===== src/rtl/prog_loader.sv =====
// prog_loader: UART (8N1) boot loader. Receives a little-endian 32-bit word
// count followed by that many little-endian 32-bit words and writes them to
// consecutive memory words, holding the core in reset until the image is in.
module prog_loader #(
    parameter int CLK_PER_BIT = 100,
    parameter int ENTRY       = 256,
    localparam int AW         = (ENTRY > 1) ? $clog2(ENTRY) : 1
) (
    input  logic          CLK,
    input  logic          RST,
    input  logic          RXD,
    output logic [3:0]    MEM_WE,
    output logic [AW-1:0] MEM_ADDR,
    output logic [31:0]   MEM_WDATA,
    output logic          CORE_RST,
    output logic          DONE,
    output logic          ERR
);

    localparam logic [15:0] HALF_M1 = 16'(CLK_PER_BIT / 2 - 1);
    localparam logic [15:0] FULL_M1 = 16'(CLK_PER_BIT - 1);

    typedef enum logic [2:0] {R_IDLE, R_START, R_DATA, R_STOP, R_WAIT} rx_state_t;
    typedef enum logic [1:0] {L_HDR, L_DATA, L_WRITE, L_DONE} ld_state_t;

    rx_state_t   rx_state, rx_state_nxt;
    ld_state_t   ld_state, ld_state_nxt;

    logic        rx_s1, rx_s2, rx_d;
    logic [15:0] bit_tmr;
    logic [2:0]  bit_idx;
    logic [7:0]  rx_shift;
    logic        tmr_zero, rx_fall, byte_vld, frame_err;

    logic [1:0]  byte_cnt;
    logic [31:0] word_asm, word_nxt, n_words, word_idx;
    logic        in_range;

    assign tmr_zero  = (bit_tmr == 16'd0);
    assign rx_fall   = rx_d & ~rx_s2;
    assign word_nxt  = {rx_shift, word_asm[31:8]};
    assign in_range  = (word_idx < 32'(ENTRY));
    assign MEM_ADDR  = word_idx[AW-1:0];
    assign MEM_WDATA = word_asm;

    // RXD synchronizer plus one delayed copy for falling-edge detection
    always_ff @(posedge CLK) begin
        if (RST) begin
            rx_s1 <= 1'b1;
            rx_s2 <= 1'b1;
            rx_d  <= 1'b1;
        end else begin
            rx_s1 <= RXD;
            rx_s2 <= rx_s1;
            rx_d  <= rx_s2;
        end
    end

    // Receiver and loader state registers
    always_ff @(posedge CLK) begin
        if (RST) begin
            rx_state <= R_IDLE;
            ld_state <= L_HDR;
        end else begin
            rx_state <= rx_state_nxt;
            ld_state <= ld_state_nxt;
        end
    end

    // Receiver next state; byte_vld fires in the cycle a good stop bit is sampled
    always_comb begin
        rx_state_nxt = rx_state;
        byte_vld     = 1'b0;
        frame_err    = 1'b0;
        case (rx_state)
            R_IDLE:  if (rx_fall) rx_state_nxt = R_START;
            R_START: if (tmr_zero) rx_state_nxt = rx_s2 ? R_IDLE : R_DATA;
            R_DATA:  if (tmr_zero && bit_idx == 3'd7) rx_state_nxt = R_STOP;
            R_STOP: begin
                if (tmr_zero) begin
                    if (rx_s2) begin
                        byte_vld     = 1'b1;
                        rx_state_nxt = R_IDLE;
                    end else begin
                        frame_err    = 1'b1;
                        rx_state_nxt = R_WAIT;
                    end
                end
            end
            // after a framing error, re-arm only once the line is back high
            R_WAIT:  if (rx_s2) rx_state_nxt = R_IDLE;
            default: rx_state_nxt = R_IDLE;
        endcase
    end

    // Bit timer and LSB-first shift register; idle preloads the half-bit delay
    always_ff @(posedge CLK) begin
        if (RST) begin
            bit_tmr  <= HALF_M1;
            bit_idx  <= 3'd0;
            rx_shift <= 8'd0;
        end else begin
            case (rx_state)
                R_IDLE, R_WAIT: begin
                    bit_tmr <= HALF_M1;
                    bit_idx <= 3'd0;
                end
                R_START, R_STOP: bit_tmr <= tmr_zero ? FULL_M1 : bit_tmr - 16'd1;
                R_DATA: begin
                    if (tmr_zero) begin
                        rx_shift <= {rx_s2, rx_shift[7:1]};
                        bit_idx  <= bit_idx + 3'd1;
                        bit_tmr  <= FULL_M1;
                    end else begin
                        bit_tmr  <= bit_tmr - 16'd1;
                    end
                end
                default: bit_tmr <= HALF_M1;
            endcase
        end
    end

    // Loader next state and memory/core outputs
    always_comb begin
        ld_state_nxt = ld_state;
        MEM_WE       = 4'h0;
        CORE_RST     = 1'b1;
        DONE         = 1'b0;
        case (ld_state)
            L_HDR:
                if (byte_vld && byte_cnt == 2'd3)
                    ld_state_nxt = (word_nxt == 32'd0) ? L_DONE : L_DATA;
            L_DATA:
                if (byte_vld && byte_cnt == 2'd3) ld_state_nxt = L_WRITE;
            L_WRITE: begin
                // out-of-range words are counted but never written (no wrap)
                MEM_WE       = in_range ? 4'hF : 4'h0;
                ld_state_nxt = (word_idx + 32'd1 == n_words) ? L_DONE : L_DATA;
            end
            L_DONE: begin
                CORE_RST = 1'b0;
                DONE     = 1'b1;
            end
            default: ld_state_nxt = L_HDR;
        endcase
    end

    // Byte assembly, word count capture and word index; bytes are accepted in
    // WRITE as well so nothing arriving there is lost
    always_ff @(posedge CLK) begin
        if (RST) begin
            byte_cnt <= 2'd0;
            word_asm <= 32'd0;
            n_words  <= 32'd0;
            word_idx <= 32'd0;
        end else begin
            if (byte_vld && ld_state != L_DONE) begin
                word_asm <= word_nxt;
                byte_cnt <= byte_cnt + 2'd1;
            end
            if (ld_state == L_HDR && byte_vld && byte_cnt == 2'd3)
                n_words <= word_nxt;
            if (ld_state == L_WRITE)
                word_idx <= word_idx + 32'd1;
        end
    end

    // Sticky error: framing error or a word beyond the memory
    always_ff @(posedge CLK) begin
        if (RST)
            ERR <= 1'b0;
        else if (frame_err || (ld_state == L_WRITE && !in_range))
            ERR <= 1'b1;
    end

endmodule

===== config.mk =====
export PLATFORM = sky130hd
export DESIGN_NAME = prog_loader
export DESIGN_NICKNAME = d
export VERILOG_FILES = /design/src/rtl/prog_loader.sv
export SDC_FILE = /design/constraint.sdc
export NUM_CORES = 1
export LEC_CHECK = 0
export CORE_MARGIN = 5
export CORE_UTILIZATION = 56
export DETAILED_ROUTE_END_ITERATION = 7
export GPL_ROUTABILITY_DRIVEN = 0
export PLACE_DENSITY = 0.77
export SYNTH_ARGS = -nofsm -noshare
export SYNTH_HDL_FRONTEND = slang
export SYNTH_SLANG_ARGS = --single-unit

===== constraint.sdc =====
create_clock -name CLK -period 3.7 [get_ports CLK]
set_clock_uncertainty 0.15 [all_clocks]
set_input_delay 0.555 -clock CLK [delete_from_list [all_inputs] [get_ports CLK]]
set_output_delay 0.555 -clock CLK [all_outputs]
set_load 0.02 [all_outputs]

* Yosys cells after proc, flatten, opt, wreduce, memory -nomap -nowiden *
Cells that the tools add are included.

storage, ports and cells
  register bits after elaboration = 134
  input port bits = 3
  output and inout port bits = 47
  logic and storage cells = 89

operators by class
  $add $sub $neg = 4
  magnitude comparators = 1
  equality and inequality tests = 19
  mux-type cells = 26
  bitwise gates (word level) = 3
  reduce and logical (&&, ||, !) cells = 22

operator list
  operator                                                                       count
  32-bit by 1-bit adder with 32-bit output, second input constant                1
  32-bit == test                                                                 1
  32-bit zero test                                                               1
  32-bit by 9-bit less-than comparator with 1-bit output, second input constant  1
  3-bit 2-to-1 mux                                                               7
  2-bit != test, second input constant                                           9
  16-bit zero test                                                               1
  16-bit by 1-bit subtractor with 16-bit output, second input constant           1
  3-bit case mux with 5 select lines                                             1
  2-bit 2-to-1 mux                                                               5
  1-bit 2-to-1 mux                                                               8
  4-bit 2-to-1 mux                                                               2
  7-bit 2-to-1 mux                                                               1
  2-bit == test, second input constant                                           3
  3-bit by 2-bit == test with 1-bit output, second input constant                2
  3-bit == test, second input constant                                           2
  1-bit logical AND                                                              6
  2-bit case mux with 3 select lines                                             1
  3-bit case mux with 2 select lines                                             1
  3-bit OR reduction                                                             2
  5-bit AND reduction                                                            1
  2-bit AND reduction                                                            2
  2-bit OR reduction                                                             2
  3-bit by 1-bit adder with 3-bit output, second input constant                  1
  12 further kinds                                                               13

* Depth between registers and ports, before layout *
Gate-level depths: netlist of run 1.

  word-level depth = 6
  gate-level depth with buffers = 12
  gate-level depth less buffers = 10

* Least setup slack after synthesis of run 1 *
OpenSTA, ideal clock, no wires.

  path type = register to register
  from = reg word_idx[1]
  to = reg ld_state[1]
  setup time = 0.079 ns
  data arrival time = 2.847 ns
  required time = 3.471 ns
  setup slack = 0.624 ns
  stages on the path, launching flop included = 11
  cells stage by stage = dfxtp_1 > ha_1 > buf_2 > and4_1 > buf_2 > nand3_2 > nor4_1 > xnor2_1 > or4_1 > or4_1 > a211oi_2

on the way
  word-level cells in the longest chain between the ends = 4

ends and longest elaborated chain
  element                                   RTL line  text
  start, declared                           36        logic [31:0] word_asm, word_nxt, n_words, word_idx;
  start signal, assigned                    164       word_idx <= word_idx + 32'd1;
  32-bit by 1-bit adder with 32-bit output  138       ld_state_nxt = (word_idx + 32'd1 == n_words) ? L_DONE : L_DATA;
  32-bit == test                            138
  2-bit 2-to-1 mux                          138
  2-bit case mux with 3 select lines        129       case (ld_state)
  end signal, assigned                      66        ld_state <= ld_state_nxt;
  end, declared                             27        ld_state_t ld_state, ld_state_nxt;

Every way passes these cells.
A chain may end at the register's enable or synchronous reset.

* Worst setup path after layout of run 1 *
Ends and elaborated chain as after synthesis.

==> summary.txt, run 1 <==
Route
  – Met3 Routed Length: 1230 microns
  – Final routed DRC violation total: 0
  – Routed WL: 15600 microns
  – WL met2: 7290 microns
  – Top layer in use: met4
  – Remaining antenna violation count: 0
  – Met1 WL: 6880 microns
  – Vias per inst: 5.74
  – Vias: 5688
  – 1st-pass router iterations: 5
  – WL/cell: 15.8 microns
  – Starting DRT DRC Count: 641

Logic synthesis
  – Asr flop ratio synth: 0
  – Synth Instances: 823
  – EDFF count, synth: 0
  – Complex-gate fraction of the synthesized area: 0.0990
  – Post-Synth XOR/XNOR Area: 0.122
  – Synthesized-area fraction occupied by adder cells: 0.0193
  – Post-synth top flop: dfxtp_1
  – Yosys warnings: 0
  – Register area share after synthesis: 0.414
  – Library cells used by synthesis: 53
  – Syn Area/Cell: 7.86 sq um
  – Largest family of logic cells by synthesized area: simple AND/OR/NAND/NOR gates
  – Mapped cell area: 6470 sq um
  – Post-synthesis simple-gate area fraction: 0.279
  – Syn_nets: 836
  – Post-synthesis mux area share: 0.00967
  – Register bit total from synthesis: 134

Finish
  – Layout cell share with drive strength beyond 1: 0.0696
  – # diodes: 0
  – Finished Core Util: 0.664
  – Area grow syn2layout: 16.7%
  – Post-route cell area: 7550 sq um
  – Area of the multi-input gates: 3430 sq um
  – NumNets Final: 849
  – FF+latch area: 2680 sq um
  – FILL cells: 898

Global route
  – All-Layer GR Usage: 0.230
  – Vias in the first global route: 5445
  – Largest net degree at the start of global routing: 62
  – Grt total ovfl: 0
  – First-pass GRT wire length: 26800 microns
  – Initial antenna violation count: 0

Critical path
  – Delay-heaviest family, CP: simple AND/OR/NAND/NOR gates
  – CP max-delay cell: or4_1
  – Crit path kind: reg -> reg
  – Buf/Inv on CP: 0
  – Crit path largest cell delay: 0.56 ns
  – CP startpoint kind: flip-flop
  – Critical Path AT: 3.71 ns
  – CP endpoint kind: flip-flop
  – CP max FO: 9
  – Req. time, crit path: 3.89 ns
  – Cell Chain, Critical Path: ha_1 -> and4_2 -> nand3_2 -> nor4_1 -> mux2_2 -> a21oi_1 -> o2111ai_1 -> or4_1 -> a211oi_2

Pwr
  – Total power draw: 3290 uW
  – Internal Power: 2610 uW
  – Switching Share: 0.205
  – P per Cell Area: 435 nW/um^2
  – Combinational share of power: 0.011
  – Worst VDD drop: 0.000563 V
  – Clock network fraction of total power: 0.547
  – Flop pwr share: 0.441
  – Sw power: 675 uW
  – Lkg Pwr: 0.00255 uW

CTS
  – Hold bufs inserted after CTS: 0
  – Clk buf depth: 2
  – Root Driver: clkbuf_16
  – CTS tree: done
  – Clk sink count: 134
  – Clock Latency Late Sink: 0.42 ns
  – Clock transition at path regs: 0.06 ns
  – Setup bufs post-CTS: 0
  – CTS resizes: 0
  – H-tree levels: 4
  – Total CTS buffers: 17

Floorplanning
  – Die Wd: 118 microns
  – Die Ht: 118 microns
  – Core area: 11400 sq um
  – Rows: 39
  – Initial Utilization: 0.569
  – Ports: 50
  – Die ar.: 13800 sq um

Place
  – Detailed placement HPWL: 10800 microns
  – DP Area: 6910 sq um
  – Dpl ws: 0.202 ns
  – Port Buffers: 49

Status
  – Status: completed

Hold path
  – Worst hold path class: reg -> reg

Timing
  – Fmax: 284 MHz
  – Max_slew headroom: 0.575
  – Final Hold Fails: 0
  – Setup TNS: 0 ns
  – Slew @ Worst Pin: 0.637 ns
  – Final setup violating endpoints: 0
  – Slew Viols, Final: 0
  – RSZ-0062 raised after global routing: false
  – Final period util: 0.952
  – Fin worst setup slack: 0.177 ns
  – Min Tclk post-route: 3.52 ns

Job
  – Max Cap Violations: 0
sequential cells by signal (all words and copies together), names as in the netlist:
name,count
bit_idx,3
byte_cnt,2
MEM_WDATA,32
ld_state,2
rx_s2,1
rx_state,3
rx_d,1
rx_shift,8
rx_s1,1
n_words,32
ERR,1
bit_tmr,16
word_idx,32
cell usage after synthesis (10+ instances only):
master    count  area (sq um)
a21oi_1      89           445
buf_2        12          60.1
buf_4        16           120
clkbuf_1     37           139
dfxtp_1     134          2680
ha_1         10           125
inv_1        10          37.5
nand2_1     187           702
nand3_1      19          95.1
nand4_1      22           138
nor2_1       71           267
nor3_1       19          95.1
nor4_1       26           163
xnor2_1      53           464
xor2_1       37           324
layout make-up:
type	count	area share
Tap cell	143	0.0237
Inverter	10	0.00497
Sequential cell	134	0.355
Multi-Input combinational cell	611	0.455
Timing Repair Buffer	62	0.0775
Clock buffer	19	0.0586
Clock inverter	12	0.0253
final timing paths:
kind                                   from  depth (start not counted)  slack, ns          end
worst max-delay path            word_idx[1]                          9       0.18  ld_state[1]
worst min-delay path                  rx_s1                          1       0.26        rx_s2
worst min register to register        rx_s1                          1       0.26        rx_s2
worst max register to register  word_idx[1]                          9       0.18  ld_state[1]
power groups by stage:
stage	combinational, uW	sequential [uW]	clock, uW
after floorplan	31.2	1480	0
after global placement	35.6	1480	0
after detailed placement	36.9	1480	0
after CTS	37.2	1450	1820
after global routing	41.1	1450	1890
final	36.8	1450	1800
kinds of logic (layout without fill, tap and decap cells):
kind of cell	after synthesis	after routing
fa+ha+maj	10	10
mux	6	6
buf+inv	78	103
flops	134	134
simple gates	390	390
xor+xnor	90	90
compound gates	115	115
layer usage:
metal  vias to the layer above  GRT usage
li1                       2792          -
met1                      2658      0.320
met2                       214      0.351
met3                        24     0.0572
met4                         0     0.0774
met5                         -          0
cell usage in the layout, fill, tap and decap left out, types with 2 or more instances in the layout:
cell / count
nor4_1: 24
nor3b_1: 3
clkbuf_16: 17
mux2i_1: 4
buf_4: 14
nand2_1: 187
or3b_2: 2
nor3_1: 19
xor2_1: 37
nor4_2: 2
mux2_2: 2
bufinv_16: 4
a22oi_1: 3
o2111ai_1: 2
a31oi_1: 3
and2_1: 2
or2_2: 5
or3_1: 6
and4_1: 4
nand3_1: 19
a21oi_1: 89
xnor2_1: 53
clkinv_4: 2
nand4_1: 22
or4_1: 4
ha_1: 10
o21ai_0: 6
dfxtp_1: 134
inv_1: 10
and3_1: 6
clkdlybuf4s50_1: 48
inv_6: 4
nor2_1: 71
nand2b_1: 4
per-stage QoR:
step                      hold slack (ns)  cells
final                               0.263    991
after global routing                0.271    991
after CTS                           0.263    991
after detailed placement            0.256    960
after global placement              0.246    960
after floorplan                     0.230    823
No activity file was read; power rests on OpenSTA's default activity.
==> run 2, diff against run 1 <==
Clock period 3.7 ns to 3.4 ns, I/O delays scaled along.
==> run 2 against run 1 <==
  * Power rose by 5.6%
  * Non-clock buffer count grew 12
  * Core utilization up 0.46 points
  * Via count grew 2.7%
  * Register-to-register slack about the same
  * Clock power grew 3%
  * Design area is 0.70% higher
  * Sequential power up 9%
  * Combinational power increased by 11%
  * Largest cell class unchanged
  * Largest power group unchanged
  * Highest routed layer unchanged
==> summary.txt, run 2 (synthesis results as in run 1) <==
Status
  – Status: completed

Floorplanning
  – Ports: 50
  – Die ar.: 13800 sq um
  – Die Wd: 118 microns
  – Initial Utilization: 0.569
  – Core area: 11400 sq um
  – Rows: 39
  – Die Ht: 118 microns

Finish
  – # diodes: 0
  – Most frequent cells in the layout: nand2_1 (187), dfxtp_1 (132), a21oi_1 (89)
  – Layout cell share with drive strength beyond 1: 0.0859
  – FILL cells: 913
  – Most common cell after layout, fill and taps aside: nand2_1
  – Post-route cell area: 7610 sq um
  – Area grow syn2layout: 17.5%
  – Fin cells: 1004
  – NumNets Final: 861

Route
  – Vias per inst: 5.82
  – WL/cell: 16.5 microns
  – Routed WL: 16500 microns
  – 1st-pass router iterations: 6
  – Final routed DRC violation total: 0
  – Remaining antenna violation count: 0
  – Starting DRT DRC Count: 545
  – Vias: 5839

Pwr
  – Lkg Pwr: 0.00259 uW
  – P per Cell Area: 456 nW/um^2
  – Worst VDD drop: 0.000347 V

Global route
  – Grt total ovfl: 0
  – All-Layer GR Usage: 0.239
  – Initial antenna violation count: 0
  – First-pass GRT wire length: 27200 microns
  – Largest net degree at the start of global routing: 72
  – Vias in the first global route: 5329

Timing
  – Final Hold Fails: 0
  – Max_slew headroom: 0.521
  – Min Tclk post-route: 3.25 ns
  – Fmax: 308 MHz
  – RSZ-0062 raised after global routing: false
  – Slew @ Worst Pin: 0.719 ns
  – Setup TNS: 0 ns
  – Fin worst setup slack: 0.153 ns
  – Slew Viols, Final: 0
  – Final setup violating endpoints: 0
  – Final period util: 0.955

Place
  – Port Buffers: 49
  – Detailed placement HPWL: 11100 microns
  – DP Area: 7000 sq um
  – Dpl ws: 0.126 ns
  – Cells after DPL: 972

Hold path
  – Worst hold path depth: 1
  – Worst hold path class: reg -> reg

CTS
  – H-tree levels: 4
  – Clk buf depth: 2
  – Total CTS buffers: 17
  – Root Driver: clkbuf_16
  – Clock transition at path regs: 0.06 ns
  – Clk sink count: 134
  – Setup bufs post-CTS: 0
  – CTS tree: done
  – Clock Latency Late Sink: 0.43 ns

Critical path
  – Register-to-Register Path Depth: 8
  – Critical Path AT: 2.59 ns
  – Req. time, crit path: 2.74 ns
  – CP startpoint kind: flip-flop
  – CP endpoint kind: output pin
  – Crit path kind: reg -> out
  – CP max FO: 6

Job
  – Max Cap Violations: 0
-- run 2: cell count changes in the layout (fill, tap and decap cells not counted), sizes merged --
cell	delta
clkinvlp	+1
clkbuf	-2
bufinv	-2
inv	+1
clkinv	+3
buf	+12
-- run 2: where the power goes --
part           switching [uW]  total, uW  internal, uW  leakage (uW)
registers                4.26       1580          1570       0.00108
clock network             753       1850          1100      0.000287
logic                    31.5       41.0          9.46       0.00122
total                     788       3470          2680       0.00259
-- run 2: through the flow --
stage                util  total power [uW]  hold WS [ns]
global placement    0.616              1650         0.246
CTS                 0.668              3480         0.260
floorplan               -              1640         0.230
detailed placement  0.616              1650         0.247
global route        0.669              3570         0.282
finish              0.669              3470         0.257
-- run 2: area by class of cell --
type                       instances  area [sq um]  area share
tap                              143           179      0.0235
clock inverter                    15           170      0.0224
timing repair buffer              74           676      0.0888
multi-input combinational        611          3430       0.451
inverter                          10          37.5     0.00494
sequential                       134          2690       0.353
clock buffer                      17           425      0.0559
-- run 2: per-layer routing --
| metal | GRT usage | part of all wire |
|---|---|---|
| met5 | 0 | 0 |
| met4 | 0.0853 | 0.024 |
| met3 | 0.0533 | 0.071 |
| met2 | 0.377 | 0.47 |
| met1 | 0.322 | 0.44 |
-- run 2: worst paths after layout --
kind / startpoint / end / slack [ns]
max: ld_state[1] / MEM_WE[2] / 0.15
max reg2reg: word_idx[12] / ld_state[1] / 0.17
min reg2reg: bit_tmr[0] / bit_tmr[0] / 0.26
min: bit_tmr[0] / bit_tmr[0] / 0.26
-- run 2: critical path, stage by stage (launching register included) --
cell and delay (ns):
dfxtp_1 0.50, ha_1 0.34, inv_1 0.19, nor3_1 0.44
clkdlybuf4s50_1 0.70
-- run 2: what timing repair did --
item                       in CTS  in global routing
setup endpoints to repair       0                  5
hold buffers                    0                  0
resized for setup               0                  3
